--- config.mk ---
export PLATFORM = sky130hd
export DESIGN_NAME = net_mac_r
export DESIGN_NICKNAME = d
export VERILOG_FILES = /design/src/rtl/net_alu_pkg.sv /design/src/rtl/net_mac_step.sv /design/src/rtl/net_mac_r.sv
export SDC_FILE = /design/constraint.sdc
export NUM_CORES = 1
export LEC_CHECK = 0
export CAP_MARGIN = 20
export CORE_MARGIN = 2
export CORE_UTILIZATION = 55
export CTS_CLUSTER_SIZE = 20
export DETAILED_ROUTE_END_ITERATION = 10
export HOLD_SLACK_MARGIN = 0.15
export PLACE_DENSITY = 0.77
export SKIP_CTS_REPAIR_TIMING = 1
export SLEW_MARGIN = 10
export SYNTH_ARGS = -nofsm -noshare
export SYNTH_HDL_FRONTEND = slang
export SYNTH_SLANG_ARGS = --single-unit
--- constraint.sdc ---
create_clock -name clk_i -period 4.2 [get_ports clk_i]
set_clock_uncertainty 0.15 [all_clocks]
set_input_delay 1.05 -clock clk_i [delete_from_list [all_inputs] [get_ports clk_i]]
set_output_delay 1.05 -clock clk_i [all_outputs]
set_load 0.03 [all_outputs]
--- src/rtl/net_alu_pkg.sv ---
// net_alu_pkg: shared qnet ALU types and default widths for the divider and the multiply-accumulate unit
package net_alu_pkg;
    localparam int NET_DW  = 32;
    localparam int NET_BPC = 1;
    typedef enum logic [1:0] {IDLE, RUN, DONE} mac_state_t;
endpackage

--- src/rtl/net_mac_step.sv ---
// net_mac_step: adds one BPC-bit partial product (a * slice) into the running accumulator
module net_mac_step
    import net_alu_pkg::*;
#(
    parameter int DW  = NET_DW,
    parameter int BPC = NET_BPC
) (
    input  logic [2*DW-1:0] acc_i,
    input  logic [2*DW-1:0] a_i,
    input  logic [BPC-1:0]  b_i,
    output logic [2*DW-1:0] acc_o
);
    // a_i is already shifted to the slice's weight, so the product is added unshifted
    always_comb acc_o = acc_i + a_i * {{(2*DW-BPC){1'b0}}, b_i};
endmodule

--- src/rtl/net_mac_r.sv ---
// net_mac_r: sequential shift-add unsigned A*B+C, BPC multiplier bits per cycle, divider-style start/ready/end handshake
// Optional overflow flag output ovf_o is built when NET_MAC_OVF_EN is defined.
module net_mac_r
    import net_alu_pkg::*;
#(
    parameter int DW  = NET_DW,
    parameter int BPC = NET_BPC
) (
    input  logic            clk_i,
    input  logic            rst_ni,
    input  logic            start_i,
    input  logic [DW-1:0]   A_i,
    input  logic [DW-1:0]   B_i,
    input  logic [DW-1:0]   C_i,
    output logic            ready_o,
    output logic            end_o,
    output logic [2*DW-1:0] result_o
`ifdef NET_MAC_OVF_EN
    ,
    output logic            ovf_o
`endif
);
    localparam int N  = DW / BPC;
    localparam int CW = (N > 1) ? $clog2(N) : 1;

    mac_state_t      state_q, state_d;
    logic [CW-1:0]   cnt_q, cnt_d;
    logic [2*DW-1:0] a_q, a_d, acc_q, acc_d, acc_nxt, result_q, result_d;
    logic [DW-1:0]   b_q, b_d;
    logic            end_q, end_d;
`ifdef NET_MAC_OVF_EN
    logic            ovf_q, ovf_d;
    assign ovf_o = ovf_q;
`endif

    assign ready_o  = (state_q == IDLE) || (state_q == DONE);
    assign end_o    = end_q;
    assign result_o = result_q;

    net_mac_step #(.DW(DW), .BPC(BPC)) u_step (
        .acc_i (acc_q),
        .a_i   (a_q),
        .b_i   (b_q[BPC-1:0]),
        .acc_o (acc_nxt)
    );

    // Next state: load operands on an accepted start, otherwise step the accumulation and publish on the last chunk
    always_comb begin
        state_d  = state_q;
        cnt_d    = cnt_q;
        a_d      = a_q;
        b_d      = b_q;
        acc_d    = acc_q;
        result_d = result_q;
        end_d    = 1'b0;
`ifdef NET_MAC_OVF_EN
        ovf_d    = ovf_q;
`endif
        if (ready_o && start_i) begin
            state_d = RUN;
            a_d     = {{DW{1'b0}}, A_i};
            b_d     = B_i;
            acc_d   = {{DW{1'b0}}, C_i};
            cnt_d   = '0;
        end else if (state_q == RUN) begin
            acc_d = acc_nxt;
            a_d   = a_q << BPC;
            b_d   = b_q >> BPC;
            cnt_d = cnt_q + 1'b1;
            if (cnt_q == CW'(N - 1)) begin
                state_d  = DONE;
                result_d = acc_nxt;
                end_d    = 1'b1;
`ifdef NET_MAC_OVF_EN
                ovf_d    = |acc_nxt[2*DW-1:DW];
`endif
            end
        end else if (state_q == DONE) begin
            state_d = IDLE;
        end
    end

    // State and datapath registers; reset aborts any operation and clears the published result
    always_ff @(posedge clk_i or negedge rst_ni) begin
        if (!rst_ni) begin
            state_q  <= IDLE;
            cnt_q    <= '0;
            a_q      <= '0;
            b_q      <= '0;
            acc_q    <= '0;
            result_q <= '0;
            end_q    <= 1'b0;
`ifdef NET_MAC_OVF_EN
            ovf_q    <= 1'b0;
`endif
        end else begin
            state_q  <= state_d;
            cnt_q    <= cnt_d;
            a_q      <= a_d;
            b_q      <= b_d;
            acc_q    <= acc_d;
            result_q <= result_d;
            end_q    <= end_d;
`ifdef NET_MAC_OVF_EN
            ovf_q    <= ovf_d;
`endif
        end
    end
endmodule

; After elaboration in Yosys (flattened, before gate mapping)
; Cells that the tools add are included.
[totals]
regBits = 232
output_inout_bits = 66
[classes]
add_sub_neg = 2
mul = 1
n_eq_ne = 4
muxes = 15
bitwise_logic = 1
n_reduce_logical = 7
[ops]
columns = operator, n
row1 = 64-bit two-way mux, 4
row2 = 64-bit adder, 1
row3 = 64-bit by 1-bit multiplier with 64-bit output, 1
row4 = 32-bit two-way mux, 2
row5 = 5-bit two-way mux, 2
row6 = 2-bit two-way mux, 4
row7 = 5-bit by 1-bit adder with 5-bit output (second input constant), 1
row8 = 5-bit == test (second input constant), 1
row9 = 1-bit two-way mux, 3
row10 = 3-bit by 2-bit != test with 1-bit output (second input constant), 1
row11 = 3-bit AND reduction, 1
row12 = 3-bit nonzero test, 1
row13 = 2-bit by 1-bit == test with 1-bit output (second input constant), 1
row14 = 2-bit == test (second input constant), 1
row15 = 2-bit logical NOT, 1
row16 = 2-bit AND reduction, 1
row17 = 2-bit nonzero test, 1
row18 = 1-bit logical AND, 1
row19 = 1-bit logical OR, 1
row20 = 1-bit NOT, 1

; Longest topological paths before layout
; Gate-level depths: netlist (run 1).
[depth]
word_depth = 5
ltp_mapped = 14
ltp_nobuf = 12

; Cells and area by module
; A second synthesis (run 1) with hierarchy kept.
[hier_totals]
cells_unflattened = 1368
hier_area_um2 = 13561.8
[by_module_without_submodules]
columns = module, instances, cells_per_inst, area_per_inst_um2, seq_area_each_um2
row1 = net_mac_r, 1, 733, 9287.7, 5805.6
row2 = net_mac_step, 1, 635, 4274.1, 0.0

; Least setup slack after synthesis (run 1)
; OpenSTA, ideal clock, no wires.
[synth_timing]
path_type = reg-to-reg
from = register b_q[0]
to = register result_q[62] (netlist: result_o[62])
arrival_time_ps = 3104
t_required_ps = 3925
path_slack_ps = 821
stages_incl_launch_ff = 15
n_path_buf = 3
synth_period_minus_slack_ps = 3379
cell_sequence = dfrtp_1 -> clkbuf_1 -> clkbuf_1 -> and2_1 -> ha_1 -> buf_2 -> and4_4 -> nand3_1 -> a21oi_2 -> o21bai_2 -> a2111o_1 -> a211o_1 -> a21oi_1 -> xor2_1 -> mux2_2
[synth_between]
elab_chain_len = 2
[synth_lines]
columns = item, line
row1 = from (decl), net_mac_r.sv:29  ; logic [DW-1:0] b_q, b_d;
row2 = from (signal assigned), net_mac_r.sv:89  ; b_q <= '0;
row3 = from (signal assigned), net_mac_r.sv:100  ; b_q <= b_d;
row4 = 64-bit by 1-bit multiplier with 64-bit output, net_mac_step.sv:14  ; always_comb acc_o = acc_i + a_i * {{(2*DW-BPC){1'b0}}, b_i};
row5 = 64-bit adder, net_mac_step.sv:14
row6 = to (signal assigned), net_mac_r.sv:102  ; result_q <= result_d;
row7 = to (decl), net_mac_r.sv:28  ; logic [2*DW-1:0] a_q, a_d, acc_q, acc_d, acc_nxt, result_q, result_d;
; Every way passes these cells.
; A chain may end at the register's enable or synchronous reset.

; Worst setup path after layout (run 1)
[layout_timing]
from = register b_q[0]
to = register acc_q[63]
[layout_between]
elab_chain_len = 4
[layout_lines]
columns = item, line
row1 = 64-bit by 1-bit multiplier with 64-bit output, net_mac_step.sv:14
row2 = 64-bit adder, net_mac_step.sv:14
row3 = 64-bit two-way mux, net_mac_r.sv:65  ; end else if (state_q == RUN) begin
row4 = 64-bit two-way mux, net_mac_r.sv:59  ; if (ready_o && start_i) begin
row5 = to (signal assigned), net_mac_r.sv:90  ; acc_q <= '0;
row6 = to (signal assigned), net_mac_r.sv:101  ; acc_q <= acc_d;
row7 = to (decl), net_mac_r.sv:28
; Every way passes these cells. The select of a mux whose other input is x is not followed.

==> metrics, run 1 <==
status finished, final reports clean; RR Endpoint acc_q[63]; met1 Usage GRT 40.9%; GR Util All Layers 29.2%; Final Hold Vio Count 0; setup_tns 0 ns; final net count 1739; post-synth cell types 67; area of the core 24200 um^2; clk buf depth 3; PD cells 667 nW/um^2; number of buffers created by CTS 25; clock sink count 232; most common cell after layout, fill and taps aside nand2_1; drc violations 0; synth warn 0; reg2reg path depth 13; WHS Endpoint b_q[6]; reg-to-reg slack, setup 0.37 ns; final wirelength 37500 um; endpoints failing setup 0; most frequent cells in the layout nand2_1 (237), dfrtp_1 (232), clkdlybuf4s50_1 (163); HP Class flip-flop to flip-flop; syn avg cell area 9.22 um^2; max frequency 261 MHz; Final ANT Viol Nets 0; asr flop ratio synth 100%; Cell Rows 57; vias in the first global route 11800; GRT met2 Usage 46.4%; VDD IR-drop max 375 uV; layout cells sized above 1 6.73%; min cycle time layout 3.83 ns; DIE AREA 25800 um^2; final worst-path setup slack 0.368 ns; first-pass GRT wire length 61500 um; Reg clk slew, reported paths 0.06 ns; Root Buffer clkbuf_16; DRT Pass-1 Iters 5; DR iter-0 viols 954; min-delay src b_q[6]; H-tree depth 1; crit path kind flip-flop to flip-flop; Primary FF master, synth dfrtp_1; DR WL/cell 19.6 um; max-cap violations 0; Static Leak 7.60 nW; EDFF count, synth 0; hpwl dp 26200 um; RSZ-0062 raised after global routing no; crit share post-route 91.2%; Hold Crit Depth 2; Final Max Tran Viols 0; Seq/Total Area, Yosys 43.1%; syn nets 1628; worst endpoint required time 4.51 ns; Fill cells 1962; Yosys reg bits 232; Overflow after GRT 0; die height 161 um; Via Count 11900; initial antenna violation count 3; WP data arrival 4.14 ns; pre-CTS setup slack 0.404 ns; Synth Instances 1463; measured slew at the worst slew-check pin 1.08 ns; worst-path fanout max 37; P&R area growth vs syn 20.4%; Startpoint Class flip-flop; relative slew slack 27.8%; CP endpoint kind flip-flop; TritonCTS clock tree built; largest net degree at the start of global routing 99; Initial Util 55.8%; Via density 6.22; synthesized cell area 13500 um^2; port buffer count 164; worst skew pair latency 0.54 ns; boundary pin count 165; RR Startpoint b_q[0]; GRT met3 Usage 5.99%; Die Span X 161 um; grt peak-use layer met2; gpl congestion 0.932
worst max-delay path, stage by stage (launching register included):
cell	delay, ns
dfrtp_1	0.38
buf_4	0.19
buf_4	0.25
and2_1	0.18
ha_1	0.43
nand4_1	0.24
or4_1	0.63
nor2_1	0.17
nand4_1	0.14
a211oi_1	0.30
nor4b_2	0.10
xnor2_1	0.17
or3_1	0.31
o21ai_0	0.08
worst max-delay path by stage:
| stage | from | endpoint | slack, ns |
|---|---|---|---|
| finish | b_q[0] | acc_q[63] | 0.37 |
| global route | b_q[0] | acc_q[63] | 0.05 |
| CTS | b_q[0] | acc_q[63] | 0.39 |
| detailed placement | b_q[0] | result_o[63] | 0.40 |
| global placement | b_q[0] | acc_q[63] | 0.60 |
| floorplan | b_q[0] | result_o[62] | 0.82 |
synth_stat cells (all sizes together) (12+ instances only):
master,n,area (um^2)
nand2,238,893
dfrtp,232,5810
o21ai,96,488
a22oi,92,691
clkbuf,90,338
a21oi,81,428
and2,67,419
ha,65,813
a22o,57,499
nor2,48,180
a21o,44,330
nand3,32,160
nand4,32,200
xnor2,31,272
mux2,22,248
xor2,22,193
nor3,19,95.1
and3,17,106
inv,17,63.8
o21bai,15,116
a31oi,12,75.1
kinds of logic after synthesis:
| group | after synthesis | synth area share (%) |
|---|---|---|
| and+or+nand+nor | 497 | 17.6 |
| AOI/OAI and AO/OA | 468 | 24.0 |
| DFF | 232 | 43.1 |
| buffers and inverters | 118 | 3.37 |
| adders and majority gates | 66 | 6.18 |
| xor gates and xnor gates | 53 | 3.44 |
| muxes | 29 | 2.36 |
state kept, by name, summed over array words and instances, names as in the netlist:
signal / flops
state_q: 2
end_o: 1
acc_q: 64
cnt_q: 5
result_o: 64
b_q: 32
a_q: 64
per-stage QoR:
step                      hold slack [ns]  util [%]  std cells  power [mW]  area [um^2]
after detailed placement            0.313      63.6       1871        8.50        15400
after global placement              0.308      63.6       1871        8.34        15400
after global routing                0.356      67.2       1915        11.5        16200
after floorplan                     0.296         -       1463        6.82        13500
after CTS                           0.328      67.1       1914        10.8        16200
final                               0.323      67.2       1915        10.8        16200
power breakdown:
group	internal (mW)	switching (mW)	total, mW
Clock	1.36	0.938	2.30
Combinational	1.84	3.03	4.87
Sequential	3.08	0.590	3.67
final cells by class:
cell class	count	area, um^2	area share (%)
inverters	17	63.8	0.393
well taps	324	405	2.50
diodes	1	2.50	0.0154
multi-input cells	1113	7250	44.7
clock buffers	33	696	4.28
clock inverters	10	159	0.979
repair buffers	185	1850	11.4
flip-flops and latches	232	5810	35.8
layer usage:
metal | share of wire (%) | vias to the layer above
li1 | - | 5572
met5 | 0.035 | -
met2 | 46 | 510
met1 | 44 | 5745
met4 | 2.6 | 2
met3 | 7.6 | 73
Note: power is estimated with default switching activity, not from simulation.
==> inputs of run 2 (changes only) <==
--- a/config.mk
+++ b/config.mk
@@ -5,7 +5,7 @@
 export SDC_FILE = /design/constraint.sdc
 export NUM_CORES = 1
 export LEC_CHECK = 0
-export CAP_MARGIN = 20
+export CAP_MARGIN = 10
 export CORE_MARGIN = 2
 export CORE_UTILIZATION = 55
 export CTS_CLUSTER_SIZE = 20
==> results of run 2 <==
Same layout as run 1: the final DEF is identical, and so are final timing and power.
==> inputs of run 3 (changes only) <==
--- a/config.mk
+++ b/config.mk
@@ -8,7 +8,6 @@
 export CAP_MARGIN = 10
 export CORE_MARGIN = 2
 export CORE_UTILIZATION = 55
-export CTS_CLUSTER_SIZE = 20
 export DETAILED_ROUTE_END_ITERATION = 10
 export HOLD_SLACK_MARGIN = 0.15
 export PLACE_DENSITY = 0.77
==> constraint.sdc (replaced) <==
create_clock -name clk_i -period 4.9 [get_ports clk_i]
set_clock_uncertainty 0.15 [all_clocks]
set_input_delay 1.225 -clock clk_i [delete_from_list [all_inputs] [get_ports clk_i]]
set_output_delay 1.225 -clock clk_i [all_outputs]
set_load 0.03 [all_outputs]
==> metrics, run 3 (synthesized netlist as in run 1, its figures left out) <==
RSZ-0062 raised after global routing no; CP endpoint kind flip-flop; port buffer count 164 (unchanged); crit share post-route 89.9% (-1.3 points); Final Hold Vio Count 0 (unchanged); switching part of the total 41.3% (-0.74 points); Clock power frac 21.3% (about the same); Via Count 11700 (-1.5%); hpwl dp 25600 um (-2.3%); final net count 1734 (-0.29%); worst skew pair latency 0.53 ns (about the same); VDD IR-drop max 431 uV (+15%); internal cell power 5.39 mW (-14%); Reg clk slew, reported paths 0.06 ns (about the same); Logic pwr share 44.2% (-0.7 points); DIE AREA 25800 um^2 (unchanged); max frequency 227 MHz (-13%); Sequential cell area 5810 um^2 (unchanged); WP data arrival 4.64 ns (+0.50 ns); top layer in use met5; initial antenna violation count 1 (-2); crit path cell chain buf_4, buf_4, and2_1, ha_1, nand4_1, or4_1, nor2_1, nand4_1, a211oi_1, nor4b_2, xnor2_1, xnor2_1, o21ai_1; PD cells 567 nW/um^2 (-15%); Die Span X 161 um (unchanged); area of the multi-input gates 7250 um^2 (unchanged); Via density 6.15 (-1.1%); DR WL/cell 19.1 um (-2.7%); drc violations 0 (unchanged); Startpoint Class flip-flop; Fill cells 1964 (+0.10%); P&R area growth vs syn 20.0%; TritonCTS clock tree built; die height 161 um (unchanged); Final Cell Area 16200 um^2 (-0.32%); largest net degree at the start of global routing 116 (+17%); total placed instance area 15300 um^2 (-0.29%); Routed met3 length 2570 um (-9.4%); setup_tns 0 ns (unchanged); crit path kind flip-flop to flip-flop; DR iter-0 viols 944 (-1.0%); gpl congestion 0.925 (-0.77%); Final Max Tran Viols 0 (unchanged); CP top delay family simple AND/OR/NAND/NOR gates; first-pass GRT wire length 59500 um (-3.2%); DRT Pass-1 Iters 7 (+2); # diodes 0 (-1); max-cap violations 0 (unchanged); sequential fraction of design power 34.5% (+0.6 points); HP Class flip-flop to flip-flop; measured slew at the worst slew-check pin 1.10 ns (+0.0152 ns); most common cell after layout, fill and taps aside nand2_1; worst-path fanout max 38 (+2.7%); number of buffers created by CTS 26 (+4.0%); relative slew slack 26.8% (-1.0 points); layout cells sized above 1 6.25% (-0.48 points); Sw Pwr 3.79 mW (-17%); Initial Util 55.8% (unchanged); Cell Rows 57 (unchanged); Final ANT Viol Nets 0 (unchanged); Tot Pwr 9.18 mW (-15%); final wirelength 36300 um (-3.1%); status finished, final reports clean; routed length on met1 16200 um (-2.0%); Root Buffer clkbuf_16; worst endpoint required time 5.14 ns (+0.63 ns); Worst path slowest cell dfrtp_1; min cycle time layout 4.41 ns (+0.575 ns); most frequent cells in the layout nand2_1 (237), dfrtp_1 (232), clkdlybuf4s50_1 (163); Overflow after GRT 0 (unchanged); slowest stage delay, CP 1.07 ns (+0.44 ns); endpoints failing setup 0 (unchanged); CP Buf/Inv Count 2 (unchanged); met2 WL 16700 um (-2.5%); vias in the first global route 11400 (-3.6%); GR Util All Layers 28.2% (-1.1 points); Static Leak 7.58 nW (-0.20%); clk buf depth 3 (unchanged); area of the core 24200 um^2 (unchanged); H-tree depth 1 (unchanged); clock sink count 232 (unchanged); boundary pin count 165 (unchanged)
## run 3: per-stage QoR
step / setup slack, ns / hold WS (ns) / util [%] / cells
after floorplan: 1.52 / 0.296 / - / 1463
final: 0.493 / 0.324 / 66.9 / 1908
after global routing: 0.0907 / 0.346 / 66.9 / 1908
after global placement: 0.698 / 0.307 / 63.4 / 1865
after detailed placement: 0.536 / 0.313 / 63.4 / 1865
after CTS: 0.531 / 0.326 / 66.9 / 1908
## run 3: path summary, 6_finish.rpt
check | from | to | slack, ns | depth (start not counted)
max | b_q[0] | result_o[63] | 0.49 | 13
min | result_o[22] | result_o[22] | 0.32 | 2
max reg2reg | b_q[0] | result_o[63] | 0.49 | 13
min reg2reg | result_o[22] | result_o[22] | 0.32 | 2
max in group asynchronous | rst_ni | acc_q[0] | 3.08 | 2
min in group asynchronous | rst_ni | result_o[16] | 0.65 | 1
## run 3: layout make-up
class | instances | share of cell area [%]
multi-input combinational | 1113 | 44.8
clock inverter | 4 | 0.433
inverter | 17 | 0.394
sequential | 232 | 35.9
timing repair buffer | 179 | 11.2
tap | 324 | 2.50
clock buffer | 39 | 4.82
## run 3: routing by layer
layer | up-vias | GRT usage, %
met4 | 2 | 7.37
li1 | 5550 | -
met3 | 63 | 5.35
met5 | - | 0
met1 | 5685 | 40.2
met2 | 425 | 44.4
## run 3: power groups by stage
stage	logic (mW)	registers, mW	clock network [mW]
global placement	3.94	3.16	0
CTS	4.05	3.17	1.99
finish	4.06	3.17	1.96
detailed placement	4.03	3.18	0
floorplan	2.47	3.38	0
global route	4.45	3.26	2.07
## run 3: worst reg2reg max path, delay by kind of cell (launching register included)
kind	cells	cell delay, ns
AOI/OAI and AO/OA	2	0.34
xor gates and xnor gates	2	0.43
adders and majority gates	1	0.28
buffers and inverters	2	0.55
DFF	1	1.07
and+or+nand+nor	6	1.44
==> edit (config.mk and constraints of run 1) <==
The package constant `NET_DW` goes from 32 to 64.
--- a/src/rtl/net_alu_pkg.sv
+++ b/src/rtl/net_alu_pkg.sv
@@ -1,5 +1,5 @@
 // net_alu_pkg: shared qnet ALU types and default widths for the divider and the multiply-accumulate unit
 package net_alu_pkg;
-    localparam int NET_DW  = 32;
+    localparam int NET_DW  = 64;
     localparam int NET_BPC = 1;
     typedef enum logic [1:0] {IDLE, RUN, DONE} mac_state_t;
Ports: changed (resized A_i, B_i, C_i and result_o); port bits go from 165 to 325. No check against the original RTL was run, so the function may have changed too.
==> edit against run 1 <==
- power up 130%
- routed wire length up 140%
- fmax down 8.5%
- global-route usage up 5.1 points
- via count up 110%
- core utilization up 1.4 points
- sequential cell count up 225
- critical path depth up 2
- cell area up 110%
- setup slack worse by 0.35 ns
- area after synthesis up 100%
- largest power group unchanged
- highest routed layer is now met4
==> edit: results (changes against run 1) <==
[drt]
wl_met3_um=5980  ; +110%
drt-met1-wl_um=36200  ; +120%
firstDrtPassIters=6  ; +1
routed_wl_um=88900  ; +140%

[cts]
insertion_delay_ns=0.61  ; +0.07 ns

[placement]
place.gp.congestion=0.984  ; +5.6%
dpl_worst_slack_ns=-0.266  ; -0.670 ns
dpl_cell_area_mm2=0.0314  ; +100%

[power]
power_frac_clock=0.183  ; -0.029
pg_seq_uw=7300  ; +99%
ir_drop_mv=0.492  ; +31%
powerDensity_mw_per_mm2=734  ; +10%
p_sw_uw=11000  ; +140%

[grt]
met1_usage=0.446  ; +0.0376
use_met3=0.0527  ; -0.00722
antenna_found_initial=0  ; -3
grt_pass1_vias=25100  ; +110%
grt_max_degree=209  ; +110%
globalRouteTotalUtil=0.344  ; +0.0512

[layout]
clk_share=0.0497  ; -0.00291
inv_count=46  ; +29
seq_area_mm2=0.0114  ; +97%
multi_input_area_mm2=0.0150  ; +110%
stdcell_count=4124  ; +120%
fill_cells=3878  ; +98%
n_all_buffers=436  ; +140%

[sta]
fmax_ghz=0.239  ; -8.5%
tightest_slew_ns=1.07  ; -0.00874 ns

[status]
status=finished clean

[worst_setup_path]
critPathSlowestCell=dfrtp_2
rr_endpoint=result_o[75]

[synth]
synth_common_cells=716 x nand2_1, 457 x dfrtp_1, 212 x a21oi_1, 191 x o21ai_0, 189 x a22oi_1

edit: changes by cell type after synthesis, moves of 21 or more:
| cell | delta |
|---|---|
| and2_1 | +67 |
| nor2_1 | +106 |
| dfrtp_1 | +225 |
| xor2_1 | +21 |
| a22oi_1 | +97 |
| inv_1 | +28 |
| xnor2_1 | +45 |
| ha_1 | +63 |
| o21ai_0 | +103 |
| nand4_1 | +38 |
| clkbuf_1 | +61 |
| a21oi_1 | +135 |
| a22o_1 | +67 |
| nand2_1 | +478 |
edit: logic make-up after synthesis:
kind of cell | Yosys count | synth area share
and+or+nand+nor | 1208 | 0.197
adders and majority gates | 129 | 0.0598
buffers and inverters | 233 | 0.0344
DFF | 457 | 0.422
AOI/OAI and AO/OA | 944 | 0.235
xor gates and xnor gates | 119 | 0.0384
muxes | 31 | 0.0128
